===== src/rtl/adder8_pkg.sv =====
// Shared constants and state encoding for the adder8 operand loader.
package adder8_pkg;

    // Default operand width in bits
    localparam int DW_DEFAULT = 8;

    // Loader FSM states; encoding 2'd3 is unused and recovers to WAIT_A
    typedef enum logic [1:0] {
        WAIT_A = 2'd0,
        WAIT_B = 2'd1,
        HOLD   = 2'd2
    } ld_state_e;

endpackage


===== src/rtl/strobe_edge_sync.sv =====
// Three-flop synchronizer for the asynchronous pad strobe plus rising-edge detect.
// The flops reset to 1 so a strobe held high through reset release is not
// mistaken for a fresh edge.
module strobe_edge_sync (
    input  logic clk,
    input  logic rst,
    input  logic strobe,
    output logic edge_pulse
);

    logic s1;
    logic s2;
    logic s3;

    // Shift the raw strobe through the synchronizer chain
    always_ff @(posedge clk) begin
        if (rst) begin
            s1 <= 1'b1;
            s2 <= 1'b1;
            s3 <= 1'b1;
        end else begin
            s1 <= strobe;
            s2 <= s1;
            s3 <= s2;
        end
    end

    // One-cycle pulse when the synchronized strobe goes from low to high
    assign edge_pulse = s2 & ~s3;

endmodule


===== src/rtl/adder8_operand_loader.sv =====
// Loads two operands and a carry-in from a shared pad bus on successive
// strobe edges and presents them to the adder with a valid/ready handshake.
// A strobe edge that arrives while a set is still pending is dropped and
// flagged on the sticky overrun output.
module adder8_operand_loader
    import adder8_pkg::*;
#(
    parameter int DW = DW_DEFAULT
) (
    input  logic          clk,
    input  logic          rst,
    input  logic          ena,
    input  logic [DW-1:0] data_in,
    input  logic          strobe,
    input  logic          cin_in,
    input  logic          clr_ovr,
    output logic [DW-1:0] op_a,
    output logic [DW-1:0] op_b,
    output logic          op_cin,
    output logic          op_valid,
    input  logic          op_ready,
    output logic          overrun,
    output logic [1:0]    state_dbg
);

    logic       edge_pulse;
    logic [1:0] state;

    strobe_edge_sync u_sync (
        .clk        (clk),
        .rst        (rst),
        .strobe     (strobe),
        .edge_pulse (edge_pulse)
    );

    // Loader FSM with operand capture, handshake and overrun tracking
    always_ff @(posedge clk) begin
        if (rst) begin
            state    <= WAIT_A;
            op_a     <= '0;
            op_b     <= '0;
            op_cin   <= 1'b0;
            op_valid <= 1'b0;
            overrun  <= 1'b0;
        end else if (ena) begin
            // Clear first so a same-cycle overrun set below takes priority
            if (clr_ovr) begin
                overrun <= 1'b0;
            end
            case (state)
                WAIT_A: begin
                    if (edge_pulse) begin
                        op_a  <= data_in;
                        state <= WAIT_B;
                    end
                end
                WAIT_B: begin
                    if (edge_pulse) begin
                        op_b     <= data_in;
                        op_cin   <= cin_in;
                        op_valid <= 1'b1;
                        state    <= HOLD;
                    end
                end
                HOLD: begin
                    if (op_valid && op_ready) begin
                        op_valid <= 1'b0;
                        if (edge_pulse) begin
                            // Handshake and new edge together: start the next set
                            op_a  <= data_in;
                            state <= WAIT_B;
                        end else begin
                            state <= WAIT_A;
                        end
                    end else if (edge_pulse) begin
                        overrun <= 1'b1;
                    end
                end
                default: begin
                    op_valid <= 1'b0;
                    state    <= WAIT_A;
                end
            endcase
        end
    end

    assign state_dbg = state;

endmodule


===== config.mk =====
export PLATFORM = sky130hd
export DESIGN_NAME = adder8_operand_loader
export DESIGN_NICKNAME = d
export VERILOG_FILES = /design/src/rtl/adder8_pkg.sv /design/src/rtl/strobe_edge_sync.sv /design/src/rtl/adder8_operand_loader.sv
export SDC_FILE = /design/constraint.sdc
export NUM_CORES = 1
export LEC_CHECK = 0
export BUFFER_PORTS_ARGS = -buffer_cell sky130_fd_sc_hd__buf_2
export CORE_MARGIN = 3
export CORE_UTILIZATION = 45
export CTS_BUF_LIST = sky130_fd_sc_hd__clkbuf_2
export CTS_CLUSTER_SIZE = 10
export DETAILED_ROUTE_END_ITERATION = 12
export GPL_TIMING_DRIVEN = 0
export PLACE_DENSITY = 0.76
export REMOVE_ABC_BUFFERS = 1
export SLEW_MARGIN = 10
export SYNTH_ARGS = -nofsm -noshare
export SYNTH_HDL_FRONTEND = slang
export SYNTH_SLANG_ARGS = --single-unit

===== constraint.sdc =====
create_clock -name clk -period 1.18 [get_ports clk]
set_input_delay 0.236 -clock clk [delete_from_list [all_inputs] [get_ports clk]]
set_output_delay 0.236 -clock clk [all_outputs]
set_load 0.01 [all_outputs]

# == After elaboration in Yosys (flattened, before gate mapping) ==
# Index checks and enable logic that the tools add are counted.
# W data, S select, Z words.
# totals
regBits,24
output_inout_bits,21
# op_classes
eq_ne,5
mux,15
bitwise,3
n_reduce_logical,7
# ops
op,count
$mux W8,2
$pmux W8 S2,1
$reduce_and A4 Y1,2
$mux W1,7
$mux W2,3
$ne A2 B2 Y1 const B,3
$pmux W2 S3,1
$reduce_and A3 Y1,2
$pmux W1 S3,1
$eq A2 B1 Y1 const B,1
$eq A2 B2 Y1 const B,1
$logic_not A2 Y1,1
$not A1 Y1,2
$reduce_bool A2 Y1,1
$and A1 B1 Y1,1
$logic_and A1 B1 Y1,1

# == Depth between registers and ports, before layout ==
# depth
word_depth,5
ltp_mapped,4
mapped_depth_nobuf,3

# == By module ==
# A second synthesis with hierarchy kept.
# unflattened
cells_unflattened,101
hier_area_um2,962.2
# modules_own_cells
module,instances,cells_each,area_per_inst_um2,seq_area_each_um2
adder8_operand_loader,1,94,877.1,420.4
strobe_edge_sync,1,7,85.1,60.1

# == Worst setup path before layout ==
# OpenSTA, ideal clock, no wires.
# synth_path
kind,reg-to-reg
startpoint,register op_valid
endpoint,register op_a[0]
setup_time_ns,0.072
arrival_ns,1.183
slack_ns,-0.074
path_stages_with_launch,5
synth_period_minus_slack_ns,1.254
cell_sequence,dfxtp_1 -> nand2_2 -> a2111oi_4 -> buf_6 -> mux2i_1
# synth_via
elab_chain_len,3
# synth_lines
item,line_no,text
start: declaration,adder8_operand_loader.sv:20,"output logic op_valid,"
start signal: assignment,adder8_operand_loader.sv:43,op_valid <= 1'b0;
start signal: assignment,adder8_operand_loader.sv:61,op_valid <= 1'b1;
start signal: assignment,adder8_operand_loader.sv:67,op_valid <= 1'b0;
$logic_and A1 B1 Y1,adder8_operand_loader.sv:66,if (op_valid && op_ready) begin
$ne A2 B2 Y1 (no line),n/a,
$reduce_and A3 Y1 (no line),n/a,
end signal: assignment,adder8_operand_loader.sv:53,op_a <= data_in;
end signal: assignment,adder8_operand_loader.sv:70,op_a <= data_in;
end: declaration,adder8_operand_loader.sv:17,"output logic [DW-1:0] op_a,"
# Every way passes these cells.
# A chain may end at the register's enable or synchronous reset.

# == Final worst setup path ==
# Same ends and word-level chain as after synthesis.

==> summary.md <==
| Metric | Value |
|---|---|
| Core region area | `2040 um^2` |
| Htree depth | `1` |
| GRT Total Usage | `13.6%` |
| Mapped Cells | `94` |
| # fillers | `165` |
| Final total power | `1.48 mW` |
| DRC | `0` |
| Largest family of logic cells by synthesized area | `simple AND/OR/NAND/NOR gates` |
| Seq pwr share | `56.0%` |
| Sw Ratio | `20.7%` |
| Psw | `0.306 mW` |
| Cell internal pwr | `1.17 mW` |
| Share of the synthesized area in the top cell type | `47.6%` |
| DP HPWL | `1.29 mm` |
| Final hold vios | `0` |
| Setup_tns | `-0.339 ns` |
| Drt pass-1 iters | `4` |
| Synth area leader | `dfxtp_1` |
| # setup viols final | `10` |
| Clock buffer depth | `2` |
| First-pass GRT wire length | `2.81 mm` |
| Total area of sequential cells | `492 um^2` |
| Synth Area in Compound Gates | `7.56%` |
| Post-synthesis xor/xnor area fraction | `0%` |
| Starting DRT DRC Count | `2` |
| Failing checks | `setup timing` |
| CTS Sinks | `24` |
| Max-Cap Viols | `0` |
| WL per Instance | `12.9 um` |
| I/O Buffers | `35` |
| Top fanout value on the critical path | `4` |
| Tmin final | `1.24 ns` |
| Combinational Power Share | `7.7%` |
| Routed vias | `783` |
| CTS tree | `built` |
| Final worst-path cycle share | `105%` |
| Distinct cells, synth | `20` |
| Pwr/cell area | `1100 nW/um^2` |
| LEAKAGE | `0.642 nW` |
| Root Buffer Master | `clkbuf_2` |
| Worst IR Drop VDD | `685 uV` |
| Data required, critical path | `1.48 ns` |
| Depth of the most critical reg-to-reg path | `4` |
| Total CTS buffers | `3` |
| Die height | `53.4 um` |
| Remaining global-route overflow | `0` |
| Clk slew on worst S/H paths | `0.23 ns` |
| Via/cell ratio | `4.86` |
| Die area | `2850 um^2` |
| GP Congestion | `0.621` |
| Pre-CTS setup slack | `-0.446 ns` |
| Least-Margin Pin Slew | `0.417 ns` |
| Standard-cell rows | `16` |
| Mux share of post-synthesis cell area | `16.9%` |
| Worst Slack Setup Final | `-0.0617 ns` |
| Skew final | `0.0197 ns` |
| Mapped cell area | `1010 um^2` |
| Post-synthesis sequential area ratio | `47.6%` |
| Ys Warns | `0` |
| RSZ-0062 raised after global routing | `yes` |
| Fraction of layout cells with a size suffix above 1 | `45.5%` |
| Area taken by multi-input logic gates | `546 um^2` |
| ANT nets after route | `0` |
| Slew headroom | `72.2%` |
| Area Growth Syn to Fin | `33.6%` |
| Type of the worst setup path | `flip-flop to flip-flop` |
| Fin. max-slew vios | `0` |
| Die Wd | `53.4 um` |
| Flop and latch count out of synthesis | `24` |
| Critical Path Source Type | `flip-flop` |
| Drt total wl | `2.07 mm` |
| Hold depth | `2` |
| Pin count of the biggest net entering global routing | `35` |
| Class of the worst hold path | `primary input to flip-flop` |
| Syn avg cell area | `10.7 um^2` |
| Clock power share | `36.3%` |
| Worst-Skew Late Latency | `0.34 ns` |
| Net count, final | `150` |
| Vias in the first global route | `670` |
| FMAX | `0.805 GHz` |
| Setup crit end kind | `flip-flop` |
| Outcome | `finished with violations` |
| Ant. Diodes | `0` |
| IO Count | `36` |
| Crit path DAT | `1.54 ns` |
| Starting Density | `49.4%` |
| Area share of and/or/nand/nor cells after synthesis | `24.3%` |
| Initial antenna violation count | `0` |
| Area contributors post-synth | `dfxtp_1, mux2i_1, nand2b_1` |
| Synth Area in Adders | `0%` |
[cells in the mapped netlist]
library cell,n
nor2b_1,3
clkbuf_1,3
or2_2,3
o21ba_1,1
a31oi_1,1
a22o_1,1
o22ai_1,1
nand2b_1,27
nand4_1,1
dfxtp_1,24
mux2i_1,17
nand2b_4,1
buf_6,2
nand2_1,2
a21oi_1,2
nand3_1,1
inv_1,1
a2111oi_4,1
a211oi_1,1
nand2_2,1
[routing by layer]
metal / track usage (%) / vias to the layer above / wire length (um)
met5: 0 / - / 0
met1: 17.7 / 358 / 905
met2: 21.4 / 26 / 1050
met4: 5.11 / 0 / 16
li1: - / 397 / -
met3: 3.38 / 2 / 98
[worst paths after layout]
path                                       startpoint                   end  slack, ns
worst max-delay path            op_valid$_SDFFE_PP0P_  op_a[0]$_SDFFE_PP0P_      -0.06
worst min-delay path                           strobe  u_sync.s1$_SDFF_PP1_       0.08
worst max register to register  op_valid$_SDFFE_PP0P_  op_a[0]$_SDFFE_PP0P_      -0.06
worst min register to register   u_sync.s1$_SDFF_PP1_  u_sync.s2$_SDFF_PP1_       0.47
[state kept, by name, indices dropped and copies added, names as in the netlist]
name	flops
overrun	1
u_sync.s3	1
op_valid	1
state_dbg	2
op_b	8
u_sync.s2	1
op_cin	1
op_a	8
u_sync.s1	1
[critical path, cell delays in order (launching register included)]
cell and delay, ns:
dfxtp_2 0.40, nand2_4 0.06, a2111oi_4 0.34, buf_4 0.22
mux2i_1 0.19
[kinds of logic after synthesis]
group	count (synthesis)
AO/OA/AOI/OAI	8
buffers and inverters	6
flip-flops	24
multiplexers	17
AND/OR/NAND/NOR	39
[power by group through the flow]
stage               Clock, mW  Sequential [mW]  Combinational, mW
finish                  0.537            0.827              0.114
global route            0.579            0.829              0.124
CTS                     0.552            0.829             0.0981
detailed placement          0            0.845             0.0938
global placement            0            0.844             0.0918
floorplan                   0            0.847             0.0469
[layout make-up]
type	count	share of cell area, %
Clock buffer	3	1.11
Sequential cell	24	36.5
Inverter	1	0.278
Clock inverter	1	2.23
Timing Repair Buffer	40	17.0
Tap cell	27	2.50
Multi-Input combinational cell	65	40.4
[cells in the final DEF (no fill, tap or decap)]
cell type	Yosys	routed
nand4_1	1	1
or2_2	3	3
buf_4	0	4
a21oi_1	2	2
inv_1	1	1
clkbuf_2	0	3
dfxtp_1	24	19
dfxtp_4	0	2
a31oi_1	1	1
buf_2	0	33
nand2_4	0	1
a2111oi_4	1	1
nor2b_4	0	1
nand2b_4	1	1
a211oi_1	1	1
o21ba_4	0	1
bufinv_16	0	1
nor2b_2	0	2
o22ai_1	1	1
nand2b_1	27	27
nand3_4	0	2
a22o_1	1	1
nand2_1	2	2
mux2i_1	17	17
dfxtp_2	0	3
buf_6	2	3
[metrics by stage]
stage / instances / area (um^2) / hold WS [ns] / util [%]
5_1_grt: 161 / 1350 / 0.0603 / 66.1
3_3_place_gp: 151 / 1180 / 0.397 / 58.0
6_report: 161 / 1350 / 0.0784 / 66.1
3_5_place_dp: 151 / 1180 / 0.420 / 58.0
2_1_floorplan: 89 / 976 / 0.305 / -
4_1_cts: 157 / 1260 / 0.0621 / 61.9
[repair_timing]
item / CTS / global route
setup endpoints to repair: 21 / 23
hold buffers: 0 / 0
gates resized for setup: 6 / 13
cloned: 0 / 1
pin swaps: 1 / 3
endpoints found under the hold margin: 0 / 0
buffers inserted: 2 / 3
Note: power is estimated with default switching activity, not from simulation.
